**src/rtl/mem_arbiter.sv**
```systemverilog
// Two-port arbiter sharing one single-port data RAM between the CPU and the video fetcher.
// Grants are combinational; read returns are tagged one cycle later by a small owner FSM.
module mem_arbiter #(
  parameter int ADDR_W   = 15,
  parameter int DATA_W   = 16,
  parameter int MAX_WAIT = 4
) (
  input  logic              CLK_50,
  input  logic              resetN,
  input  logic              cpu_req,
  input  logic              cpu_we,
  input  logic [ADDR_W-1:0] cpu_addr,
  input  logic [DATA_W-1:0] cpu_wdata,
  output logic              cpu_gnt,
  output logic              cpu_rvalid,
  output logic [DATA_W-1:0] cpu_rdata,
  input  logic              vid_req,
  input  logic [ADDR_W-1:0] vid_addr,
  output logic              vid_gnt,
  output logic              vid_rvalid,
  output logic [DATA_W-1:0] vid_rdata,
  output logic              mem_en,
  output logic              mem_we,
  output logic [ADDR_W-1:0] mem_addr,
  output logic [DATA_W-1:0] mem_wdata,
  input  logic [DATA_W-1:0] mem_rdata,
  input  logic              stat_clr,
  output logic [15:0]       cpu_stall_cnt,
  output logic [15:0]       vid_stall_cnt
);

  localparam logic [3:0] WAIT_MAX = 4'(MAX_WAIT);

  typedef enum logic [1:0] {S_NONE, S_CPU_RD, S_VID_RD} tag_t;

  tag_t        r_tag;
  logic [3:0]  r_vid_wait;
  logic [15:0] r_cpu_stall;
  logic [15:0] r_vid_stall;
  logic        w_vid_win;

  // CPU has priority; video only wins when alone or once it has starved MAX_WAIT cycles.
  assign w_vid_win = vid_req & (~cpu_req | (r_vid_wait == WAIT_MAX));
  assign vid_gnt   = w_vid_win;
  assign cpu_gnt   = cpu_req & ~w_vid_win;

  assign mem_en    = cpu_gnt | vid_gnt;
  assign mem_we    = cpu_gnt & cpu_we;
  assign mem_addr  = cpu_gnt ? cpu_addr : (vid_gnt ? vid_addr : '0);
  assign mem_wdata = cpu_gnt ? cpu_wdata : '0;

  assign cpu_rvalid    = (r_tag == S_CPU_RD);
  assign vid_rvalid    = (r_tag == S_VID_RD);
  assign cpu_rdata     = cpu_rvalid ? mem_rdata : '0;
  assign vid_rdata     = vid_rvalid ? mem_rdata : '0;
  assign cpu_stall_cnt = r_cpu_stall;
  assign vid_stall_cnt = r_vid_stall;

  // Return-tag FSM: records who owns the RAM output on the next cycle.
  always_ff @(posedge CLK_50 or negedge resetN) begin
    if (!resetN) begin
      r_tag <= S_NONE;
    end else begin
      if (vid_gnt)
        r_tag <= S_VID_RD;
      else if (cpu_gnt && !cpu_we)
        r_tag <= S_CPU_RD;
      else
        r_tag <= S_NONE;
    end
  end

  always_ff @(posedge CLK_50 or negedge resetN) begin
    if (!resetN) begin
      r_vid_wait  <= '0;
      r_cpu_stall <= '0;
      r_vid_stall <= '0;
    end else begin
      if (!vid_req || vid_gnt)
        r_vid_wait <= '0;
      else if (r_vid_wait != WAIT_MAX)
        r_vid_wait <= r_vid_wait + 4'd1;

      if (stat_clr) begin
        r_cpu_stall <= '0;
        r_vid_stall <= '0;
      end else begin
        if (cpu_req && !cpu_gnt && r_cpu_stall != 16'hFFFF)
          r_cpu_stall <= r_cpu_stall + 16'd1;
        if (vid_req && !vid_gnt && r_vid_stall != 16'hFFFF)
          r_vid_stall <= r_vid_stall + 16'd1;
      end
    end
  end

endmodule
```
**config.mk**
```make
export PLATFORM = sky130hd
export DESIGN_NAME = mem_arbiter
export DESIGN_NICKNAME = d
export VERILOG_FILES = /design/src/rtl/mem_arbiter.sv
export SDC_FILE = /design/constraint.sdc
export NUM_CORES = 1
export LEC_CHECK = 0
export ABC_AREA = 1
export BUFFER_PORTS_ARGS = -buffer_cell sky130_fd_sc_hd__buf_2
export CORE_MARGIN = 2
export CORE_UTILIZATION = 44
export CTS_CLUSTER_DIAMETER = 40
export DETAILED_ROUTE_END_ITERATION = 6
export PLACE_DENSITY = 0.9
export RECOVER_POWER = 50
export SYNTH_ARGS = -nofsm -noshare
export SYNTH_HDL_FRONTEND = slang
export SYNTH_SLANG_ARGS = --single-unit
export TNS_END_PERCENT = 1
```
**constraint.sdc**
```tcl
create_clock -name CLK_50 -period 5.1 [get_ports CLK_50]
set_input_delay 1.02 -clock CLK_50 [delete_from_list [all_inputs] [get_ports CLK_50]]
set_output_delay 1.02 -clock CLK_50 [all_outputs]
set_load 0.03 [all_outputs]
```
# After elaboration in Yosys (flattened, before gate mapping)
# Index checks and enable logic that the tools add are counted.
# word_totals
output_inout_bits	101
word_cells	46
latch_bits	0
input_bits	68
rom_bits	0
n_memories	0
reg_bits	38
ramBits	0
# classes
shift	0
n_lt_le_gt_ge	0
addsub	3
div	0
n_eq_ne	6
n_reduce_logical	13
bitwise	7
n_mux	13
n_mul	0
# op_table
op	count
$mux W16	7
$add A16 B1 Y16 const B	2
$ne A16 B16 Y1 const B	2
$mux W15	2
$mux W4	2
$reduce_bool A2 Y1	3
$logic_and A1 B1 Y1	5
$add A4 B1 Y4 const B	1
$eq A4 B3 Y1 const B	1
$logic_not A1 Y1	4
$ne A4 B3 Y1 const B	1
$and A1 B1 Y1	3
$eq A2 B1 Y1 const B	1
$eq A2 B2 Y1 const B	1
$mux W2	1
$not A1 Y1	2
$or A1 B1 Y1	2
$logic_or A1 B1 Y1	1
$mux W1	1

# Logic depth before layout (Yosys ltp)
# Gate-level depths: netlist (run 1).
# depth
ltp_word	10
ltp_mapped	10
depth_no_buf	10

# Least setup slack after synthesis (run 1)
# OpenSTA, ideal clock, no wires.
# synth_timing
path_type	input to output
from	input cpu_req
to	output mem_addr[10]
setup_slack_ns	2.073
arrival_time_ns	2.007
required_time_ns	4.080
path_buffers	1
path_stages	6
cell_sequence	nand2_1 nand2_1 nand2_2 inv_2 buf_2 a22o_1
# synth_via
elab_chain_cells	6
elab_cells_between_ends	7
classes_between	mux (2); bitwise (5)
# synth_lines
element	line	source
start, declared	10	input logic cpu_req,
$not A1 Y1	43	assign w_vid_win = vid_req & (~cpu_req | (r_vid_wait == WAIT_MAX));
$or A1 B1 Y1	43	
$and A1 B1 Y1	43	
$not A1 Y1	45	assign cpu_gnt = cpu_req & ~w_vid_win;
$and A1 B1 Y1 (*)	45	
named net cpu_gnt	14	output logic cpu_gnt,
$mux W15 (*)	49	assign mem_addr = cpu_gnt ? cpu_addr : (vid_gnt ? vid_addr : '0);
end, declared	24	output logic [ADDR_W-1:0] mem_addr,
# The timed path passes the listed nets; every way through them passes the cells marked *.

# Final worst setup path (run 1)
# layout_timing
from	input cpu_req
to	output mem_addr[14]
# layout_via
elab_chain_cells	6
elab_cells_between_ends	7
classes_between	mux (2); bitwise (5)
# layout_lines
element	line
$not A1 Y1	43
$or A1 B1 Y1	43
$and A1 B1 Y1	43
$not A1 Y1	45
$and A1 B1 Y1	45
$mux W15 (*)	49
# Every way passes the cells marked *; elsewhere a longest branch is shown, timed or not.

==> flow_metrics.py, run 1 <==
metrics = {
    "floorplan": {
        "chipWidth_um": 83.62,
        "start_util": 0.4469,
        "core_region_area_um2": 6241,
        "rows": 29,
        "io_pins": 169,
        "die_h_um": 83.62,
        "die_area_um2": 6991,
    },
    "critical_path": {
        "required_ns": 4.08,
        "slowest_stage": "inv_2",
        "crit_chain": "clkbuf_1, nand2_1, nand2_1, nand2_1, inv_2, a22o_1, buf_2",
        "max_stage_delay_ns": 0.37,
        "r2r_slack_ns": 2.46,
        "cp-endpoint": "mem_addr[14]",
        "crit_path_start": "cpu_req",
        "cpMostUsedCell": "nand2_1",
        "timing.rr.start": "cpu_stall_cnt[0]",
        "worst_setup_path_end_kind": "primary output",
        "cp-start-kind": "input pin",
        "reg2reg_to": "cpu_stall_cnt[12]",
        "critical_path_arrival_ns": 2.50,
        "rr_worst_depth": 9,
        "path_max_fanout": 19,
        "critical_path_class": "in -> out",
    },
    "synth": {
        "syn_avg_cell_area_um2": 6.625,
        "synth.area.top_cells": "dfrtp_1 (34%), nand2_1 (16%), nor2_1 (11%), inv_1 (7.9%), nand3_1 (5.2%)",
        "synthFlopType": "dfrtp_1",
        "syn-cell-area_um2": 2789,
        "synthesis.nets": 493,
        "ys_seq_area_frac": 0.3410,
        "yosys_register_bits": 38,
        "yosysWarnings": 0,
        "yosysTopAreaCellShare": 0.3410,
        "yosysMostFrequentCell": "nand2_1",
        "synth_edf_count": 0,
        "synth_cell_types": 32,
        "synth_area_leader_cell": "dfrtp_1",
        "netlist_instances": 421,
        "synth_common_cells": "nand2_1 (118), nor2_1 (83), inv_1 (59), dfrtp_1 (38), nand3_1 (29)",
        "async_reset_ff_frac": 1.000,
    },
    "sta": {
        "setup_viol": 0,
        "hold_viol": 0,
        "holdWs_ns": 0.5013,
        "skew_ns": 0.01135,
        "slew_headroom": -0.3207,
        "rsz0062_at_grt": "no",
        "timing.final.crit_period_ns": 3.519,
        "slew_viol_final": 39,
        "tns_ns": 0,
        "tightestPinTransition_ns": 1.981,
        "timing.fmax_ghz": 0.2842,
        "fin_crit_sh": 0.6899,
    },
    "global_route": {
        "grt_pass1_vias": 2852,
        "grt_max_degree": 39,
        "gr-total-overflow": 0,
        "grt_pass1_wl_mm": 13.62,
        "antenna_found_initial": 2,
        "track_usage": 0.2379,
    },
    "run_status": {
        "status": "finished, violations left",
        "violations": "max-capacitance violations, max-slew violations",
    },
    "min_path": {
        "holdPathStages": 1,
        "hold_path.class": "reg -> reg",
    },
    "clocking": {
        "clkSinkCount": 38,
        "insertion_delay_ns": 0.30,
        "cts-root-buf": "clkbuf_8",
        "h-tree-depth": 2,
        "cts_tree": "built",
        "post_cts_buffers": 0,
        "hold_buffers": 0,
        "post_cts_resize_count": 0,
        "cts.path.max_buffers": 2,
        "cts_buffers": 5,
        "path_clk_slew_ns": 0.07,
    },
    "run": {
        "max_cap_violations": 1,
    },
    "routing": {
        "ant_nets": 0,
        "firstDrtPassIters": 4,
        "vias_per_cell": 4.907,
        "drc_errors": 0,
        "first_iter_violations": 145,
        "num_vias": 3263,
        "wl_mm": 8.597,
        "wire_per_inst_um": 12.93,
    },
    "power": {
        "powerDensity_nw_per_um2": 190.4,
        "p_leak_nw": 2.199,
        "irDropWorstVdd_uv": 133.6,
    },
    "cells_and_area": {
        "area_growth_pct": 31.90,
        "drive_gt1_frac": 0.2760,
        "post-route-util": 0.5894,
        "fin_nets": 658,
    },
    "place": {
        "gp_congestion": 0.9030,
        "portBuffers": 168,
        "hpwl_mm": 6.737,
    },
}
## per-stage QoR
step                      cell area, µm²  total power, W  instances  worst slack [ns]
after floorplan                     2789       0.0004258        421             2.073
after global placement              3660       0.0004889        656             1.940
after detailed placement            3660       0.0004924        656             1.839
after CTS                           3751       0.0007084        664             1.841
after global routing                3679       0.0007322        665             1.459
final                               3679       0.0007003        665             1.581
## logic make-up after synthesis
kind of cell	after synthesis	share of synthesized area
AND/OR/NAND/NOR	264	0.4136
buffers and inverters	73	0.1090
flip-flops	38	0.3410
AO/OA/AOI/OAI	30	0.08076
XOR/XNOR	12	0.03768
adder cells (fa/ha/maj)	4	0.01795
## routing by layer
layer | global-route usage | share of wire | up-vias | wire, µm
met5 | 0 | 0.0013 | - | 11
met4 | 0.07185 | 0.014 | 2 | 121
met3 | 0.05638 | 0.079 | 16 | 681
met2 | 0.4131 | 0.50 | 136 | 4284
met1 | 0.2929 | 0.41 | 1467 | 3498
li1 | - | - | 1642 | -
## state kept, by name, summed over array words and instances (netlist names)
register and cells:
cpu_stall_cnt 16, vid_stall_cnt 16, r_vid_wait 4, r_tag 2
## area by class of cell
cell class	count	area, µm²
Timing Repair Buffer	168	802.0
Tap cell	77	96.34
Clock buffer	7	86.33
Fill cell	601	2562
Inverter	63	237.7
Antenna cell	1	2.502
Sequential cell	38	950.9
Multi-Input combinational cell	310	1498
Clock inverter	1	5.005
## how the worst min path moves through the flow
stage	from	endpoint	slack (ns)
CTS	r_vid_wait[0]	r_vid_wait[0]	0.50
detailed placement	r_vid_wait[0]	r_vid_wait[0]	0.49
global placement	r_vid_wait[0]	r_vid_wait[0]	0.47
finish	r_vid_wait[0]	r_vid_wait[0]	0.50
global route	r_vid_wait[0]	r_vid_wait[0]	0.54
floorplan	r_vid_wait[0]	r_vid_wait[0]	0.45
## placed cells by master (no fill, tap or decap), drive strengths merged, types with 4 or more instances in the layout
cell type  netlist  routed
nand4           12      12
nor2            91      91
buf              6     137
nand3           31      31
o21ai            6       6
clkbuf           4      38
xnor2            4       4
a22o            15      15
nand2          123     123
ha               4       4
o21bai           4       4
nor3             4       4
inv             61      61
xor2             8       8
dfrtp           38      38
## power by group
group	switching, W	leakage, nW	internal [W]
clock	0.000107	0.0482	0.000109
sequential	0.00000271	0.527	0.000304
combinational	0.000124	1.62	0.0000533
total	0.000234	2.20	0.000466
## critical path, delay by kind of cell
| family | cells | cell delay, ns |
|---|---|---|
| and+or+nand+nor | 3 | 0.51 |
| AOI/OAI and AO/OA | 1 | 0.23 |
| buffers and inverters | 3 | 0.73 |
No activity file was read; power rests on OpenSTA's default activity.
==> inputs of run 2 (changes only) <==
--- a/config.mk
+++ b/config.mk
@@ -8,10 +8,10 @@
 export ABC_AREA = 1
 export BUFFER_PORTS_ARGS = -buffer_cell sky130_fd_sc_hd__buf_2
 export CORE_MARGIN = 2
-export CORE_UTILIZATION = 44
+export CORE_UTILIZATION = 40
 export CTS_CLUSTER_DIAMETER = 40
 export DETAILED_ROUTE_END_ITERATION = 6
-export PLACE_DENSITY = 0.9
+export PLACE_DENSITY = 0.87
 export RECOVER_POWER = 50
 export SYNTH_ARGS = -nofsm -noshare
 export SYNTH_HDL_FRONTEND = slang
==> constraint.sdc (replaced) <==
create_clock -name CLK_50 -period 3 [get_ports CLK_50]
set_input_delay 0.6 -clock CLK_50 [delete_from_list [all_inputs] [get_ports CLK_50]]
set_output_delay 0.6 -clock CLK_50 [all_outputs]
set_load 0.03 [all_outputs]
==> run 2 against run 1 <==
  * Hold slack lost 0.047 ns
  * The run still ends with max-capacitance violations, max-slew violations left
  * Critical endpoint is now mem_addr[12]
  * Power grew 82%
  * Highest routed layer is now met4
  * Non-clock buffer count up 1
==> flow_metrics.py, run 2 (synthesized netlist as in run 1, its figures left out) <==
metrics = {
    "critical_path": {
        "timing.rr.start": "cpu_stall_cnt[0]",
        "reg2reg_to": "cpu_stall_cnt[14]",
        "r2r_slack_ns": 0.43,
        "rr_worst_depth": 9,
        "critical_path_class": "reg -> out",
        "path_max_fanout": 19,
        "worst_setup_path_end_kind": "primary output",
        "critical_path_arrival_ns": 2.08,
        "cp-start-kind": "register",
        "required_ns": 2.40,
    },
    "routing": {
        "drc_errors": 0,
        "wire_per_inst_um": 12.24,
        "first_iter_violations": 112,
        "firstDrtPassIters": 4,
        "wl_mm": 8.174,
        "vias_per_cell": 4.909,
        "num_vias": 3279,
        "ant_nets": 0,
    },
    "floorplan": {
        "rows": 30,
        "chipWidth_um": 87.50,
        "start_util": 0.4128,
        "core_region_area_um2": 6756,
        "io_pins": 169,
        "die_h_um": 87.50,
        "die_area_um2": 7656,
    },
    "clocking": {
        "clkSinkCount": 38,
        "cts.path.max_buffers": 2,
        "cts_tree": "built",
        "hold_buffers": 0,
        "insertion_delay_ns": 0.30,
        "path_clk_slew_ns": 0.08,
        "post_cts_buffers": 0,
        "h-tree-depth": 2,
        "post_cts_resize_count": 0,
        "cts_buffers": 5,
        "cts-root-buf": "clkbuf_8",
    },
    "cells_and_area": {
        "diodes": 0,
        "area_growth_pct": 32.62,
        "final_cell_mix": "buf_2 (133), nand2_1 (120), nor2_1 (85)",
        "mostFrequentLayoutCell": "buf_2",
        "drive_gt1_frac": 0.2704,
        "fin_nets": 659,
    },
    "sta": {
        "tns_ns": 0,
        "fin_crit_sh": 0.8921,
        "tightestPinTransition_ns": 2.165,
        "holdWs_ns": 0.4542,
        "timing.final.crit_period_ns": 2.676,
        "setup_viol": 0,
        "slew_headroom": -0.4433,
        "slew_viol_final": 39,
        "skew_ns": 0.01230,
        "timing.fmax_ghz": 0.3736,
        "rsz0062_at_grt": "no",
        "hold_viol": 0,
    },
    "place": {
        "hpwl_mm": 6.303,
        "gp_congestion": 0.8096,
        "portBuffers": 168,
    },
    "global_route": {
        "antenna_found_initial": 0,
        "grt_max_degree": 39,
        "gr-total-overflow": 0,
        "grt_pass1_vias": 2773,
        "track_usage": 0.2019,
        "grt_pass1_wl_mm": 12.43,
    },
    "power": {
        "combPwrFrac": 0.234,
        "internal_power_w": 0.0008553,
        "p_leak_nw": 2.188,
        "power.switching_w": 0.0004176,
        "p_seq_frac": 0.409,
        "irDropWorstVdd_uv": 192.4,
        "clkPwrFrac": 0.356,
        "powerDensity_nw_per_um2": 344.2,
        "p_sw_frac": 0.3281,
    },
    "min_path": {
        "hold_path.class": "in -> reg",
        "holdPathStages": 2,
        "whs_endpoint": "r_tag[0]",
        "min-delay-start": "cpu_we",
    },
    "run_status": {
        "violations": "max-capacitance violations, max-slew violations",
        "status": "finished, violations left",
    },
    "run": {
        "max_cap_violations": 1,
    },
}
==> run 2: changes by cell type in the layout (fill, tap and decap cells not counted), sizes merged <==
cell,before,now
diode,1,0
clkinv,3,2
clkinvlp,0,2
clkbuf,38,40
buf,137,134
bufinv,0,1
==> run 2: power groups by stage <==
stage / Sequential, W / Combinational [W] / Clock (W)
after floorplan: 0.000536 / 0.000188 / 0
after global placement: 0.000531 / 0.000299 / 0
after detailed placement: 0.000531 / 0.000305 / 0
after CTS: 0.000521 / 0.000306 / 0.000467
after global routing: 0.000522 / 0.000323 / 0.000491
final: 0.000521 / 0.000298 / 0.000453
==> run 2: layout make-up <==
| cell class | count | area, µm² |
|---|---|---|
| timing repair buffer | 169 | 804.5 |
| clock inverter | 3 | 45.04 |
| clock buffer | 5 | 68.82 |
| multi-input combinational | 310 | 1491 |
| fill | 681 | 3058 |
| sequential | 38 | 950.9 |
| tap | 80 | 100.1 |
| inverter | 63 | 237.7 |
==> run 2: worst max path at each step <==
stage,start,to,cells after the start
6_report,r_vid_wait[0],mem_addr[12],9
5_1_grt,cpu_stall_cnt[0],cpu_stall_cnt[15],9
3_3_place_gp,cpu_req,mem_addr[7],7
4_1_cts,r_vid_wait[0],mem_addr[4],9
2_1_floorplan,r_vid_wait[0],mem_addr[10],9
3_5_place_dp,cpu_req,mem_addr[4],7
==> run 2: layer usage <==
layer | GRT usage | part of all wire | vias to the layer above
li1 | - | - | 1643
met2 | 0.3705 | 0.52 | 119
met4 | 0.05035 | 0.0053 | 0
met5 | 0 | 0 | -
met3 | 0.03033 | 0.054 | 8
met1 | 0.2465 | 0.42 | 1509
==> run 2: critical path, stage by stage, from the launching register on <==
cell and delay, ns:
dfrtp_1 0.40, inv_1 0.06, ha_1 0.19, nand3_1 0.10, nand2_1 0.08, nand2_1 0.10, nand2_2 0.20, inv_2 0.29
a22o_1 0.17, buf_2 0.19
==> run 2: metrics by stage <==
| step | cell area [µm²] | total power (W) | utilization | std cells | setup WS, ns |
|---|---|---|---|---|---|
| after floorplan | 2789 | 0.0007239 | - | 421 | 0.7063 |
| after global placement | 3671 | 0.0008301 | 0.5433 | 660 | 0.6932 |
| after detailed placement | 3671 | 0.0008364 | 0.5433 | 660 | 0.6045 |
| after CTS | 3785 | 0.001293 | 0.5602 | 668 | 0.2859 |
| after global routing | 3699 | 0.001337 | 0.5474 | 668 | 0.1022 |
| final | 3699 | 0.001273 | 0.5474 | 668 | 0.3236 |
==> inputs of run 3 (changes only) <==
--- a/config.mk
+++ b/config.mk
@@ -7,10 +7,14 @@
 export LEC_CHECK = 0
 export ABC_AREA = 1
 export BUFFER_PORTS_ARGS = -buffer_cell sky130_fd_sc_hd__buf_2
+export CELL_PAD_IN_SITES_DETAIL_PLACEMENT = 0
+export CELL_PAD_IN_SITES_GLOBAL_PLACEMENT = 1
 export CORE_MARGIN = 2
-export CORE_UTILIZATION = 40
+export CORE_UTILIZATION = 26
 export CTS_CLUSTER_DIAMETER = 40
 export DETAILED_ROUTE_END_ITERATION = 6
+export GPL_ROUTABILITY_DRIVEN = 0
+export HOLD_SLACK_MARGIN = 0.03
 export PLACE_DENSITY = 0.87
 export RECOVER_POWER = 50
 export SYNTH_ARGS = -nofsm -noshare
==> run 3 against run 2 <==
  * The flow still finishes with violations (max-capacitance violations, max-slew violations)
  * Sequential power about the same
  * Sequential cell count unchanged
  * Register-to-register slack worse by 0.09 ns
  * Routed wire length up 4.9%
  * Via count down 2.1%
  * Clock-buffer cell count up 2
  * Cell area up 1.3%
  * Clock skew down 0.0015 ns
  * Final cell count up 8.4%
  * Utilization down 19 points
  * Setup slack worse by 0.039 ns
  * Critical path depth unchanged
  * Critical path type unchanged
  * Critical endpoint is now mem_addr[8]
==> flow_metrics.py, run 3 (synthesized netlist as in run 1, its figures left out) <==
metrics = {
    "sta": {
        "tns_ns": 0,
        "timing.fmax_ghz": 0.3682,
        "setup_viol": 0,
        "fin_crit_sh": 0.9052,
        "tightestPinTransition_ns": 2.173,
        "slew_viol_final": 39,
        "rsz0062_at_grt": "no",
        "slew_headroom": -0.4485,
        "timing.final.crit_period_ns": 2.716,
        "hold_viol": 0,
        "skew_ns": 0.01080,
    },
    "global_route": {
        "grt_pass1_vias": 2820,
        "grt_pass1_wl_mm": 13.25,
        "gr-total-overflow": 0,
        "track_usage": 0.1417,
        "antenna_found_initial": 0,
        "grt_max_degree": 39,
    },
    "routing": {
        "drc_errors": 0,
        "wl_mm": 8.575,
        "vias_per_cell": 4.435,
        "first_iter_violations": 113,
        "wire_per_inst_um": 11.84,
        "ant_nets": 0,
        "firstDrtPassIters": 4,
        "num_vias": 3211,
    },
    "critical_path": {
        "critPathTopFamily": "buffers and inverters",
        "reg2reg_to": "cpu_stall_cnt[10]",
        "rr_worst_depth": 9,
        "cp-start-kind": "register",
        "required_ns": 2.40,
        "critical_path_class": "reg -> out",
        "slowest_stage": "dfrtp_1",
        "cpMostUsedCell": "nand2_1",
        "path_max_fanout": 19,
        "worst_setup_path_end_kind": "primary output",
        "cp.depth": 9,
        "critical_path_arrival_ns": 2.12,
        "timing.rr.start": "cpu_stall_cnt[0]",
        "max_stage_delay_ns": 0.39,
        "crit_buf_inv": 3,
        "r2r_slack_ns": 0.34,
        "crit_chain": "inv_1, ha_1, nand3_1, nand2_1, nand2_1, nand2_2, inv_2, a22o_1, buf_2",
    },
    "floorplan": {
        "io_pins": 169,
        "die_area_um2": 11570,
        "core_region_area_um2": 10370,
        "chipWidth_um": 107.6,
        "rows": 37,
        "die_h_um": 107.6,
        "start_util": 0.2689,
    },
    "cells_and_area": {
        "post-route-util": 0.3612,
        "diodes": 0,
        "fin_nets": 659,
        "drive_gt1_frac": 0.2687,
        "stdcell_count": 724,
        "final_cell_mix": "buf_2 (133), nand2_1 (120), nor2_1 (85)",
        "mostFrequentLayoutCell": "buf_2",
        "area_growth_pct": 34.32,
    },
    "clocking": {
        "h-tree-depth": 2,
        "cts_buffers": 5,
        "cts_tree": "built",
        "path_clk_slew_ns": 0.08,
        "cts.path.max_buffers": 2,
        "clkSinkCount": 38,
        "post_cts_buffers": 0,
        "insertion_delay_ns": 0.30,
        "post_cts_resize_count": 0,
        "hold_buffers": 0,
        "cts-root-buf": "clkbuf_8",
    },
    "min_path": {
        "whs_endpoint": "r_tag[0]",
        "min-delay-start": "cpu_we",
        "holdPathStages": 2,
        "hold_path.class": "in -> reg",
    },
    "power": {
        "irDropWorstVdd_uv": 157.8,
        "p_seq_frac": 0.433,
        "combPwrFrac": 0.249,
        "clkPwrFrac": 0.318,
        "power.switching_w": 0.0004113,
        "p_sw_frac": 0.3413,
        "powerDensity_nw_per_um2": 321.7,
        "p_leak_nw": 2.186,
        "internal_power_w": 0.0007937,
    },
    "run_status": {
        "violations": "max-capacitance violations, max-slew violations",
        "status": "finished, violations left",
    },
    "place": {
        "hpwl_mm": 6.582,
        "dp.cells": 716,
        "portBuffers": 168,
    },
    "run": {
        "max_cap_violations": 1,
    },
}
## run 3: cell count changes in the layout (fill, tap and decap cells not counted)
cell	change
clkbuf_1	+1
bufinv_16	-1
clkbuf_8	+1
clkinv_2	+1
clkinvlp_4	-2
## run 3: cell type report
| class | instances | area, µm² |
|---|---|---|
| Multi-Input combinational cell | 310 | 1491 |
| Inverter | 63 | 237.7 |
| Timing Repair Buffer | 169 | 804.5 |
| Clock buffer | 7 | 86.33 |
| Tap cell | 136 | 170.2 |
| Clock inverter | 1 | 5.005 |
| Sequential cell | 38 | 950.9 |
| Fill cell | 1124 | 6624 |
## run 3: power by group through the flow
stage	Clock [W]	Sequential (W)	Combinational (W)
6_report	0.000383	0.000521	0.000300
5_1_grt	0.000424	0.000522	0.000325
4_1_cts	0.000399	0.000521	0.000309
3_5_place_dp	0	0.000531	0.000309
3_3_place_gp	0	0.000531	0.000305
2_1_floorplan	0	0.000536	0.000188
## run 3: metrics by stage
step | area (µm²) | hold slack, ns | power, W | setup WS [ns]
final | 3746 | 0.4584 | 0.001205 | 0.2844
after global placement | 3741 | 0.4686 | 0.0008359 | 0.6748
after detailed placement | 3741 | 0.4791 | 0.0008404 | 0.5678
after global routing | 3746 | 0.4433 | 0.001271 | 0.06690
after floorplan | 2789 | 0.3044 | 0.0007239 | 0.7063
after CTS | 3832 | 0.4460 | 0.001229 | 0.2524
## run 3: worst max path at each step
stage,slack (ns),end,startpoint
finish,0.28,mem_addr[8],r_vid_wait[0]
global route,0.07,cpu_stall_cnt[9],cpu_stall_cnt[0]
CTS,0.25,mem_addr[8],r_vid_wait[0]
detailed placement,0.57,mem_addr[8],cpu_req
global placement,0.67,mem_addr[8],cpu_req
floorplan,0.71,mem_addr[10],r_vid_wait[0]
## run 3: routing by layer
metal / global-route usage / vias up / part of all wire
li1: - / 1644 / -
met2: 0.2543 / 114 / 0.49
met5: 0 / - / 0
met3: 0.03753 / 6 / 0.070
met1: 0.1680 / 1447 / 0.43
met4: 0.03297 / 0 / 0.0098
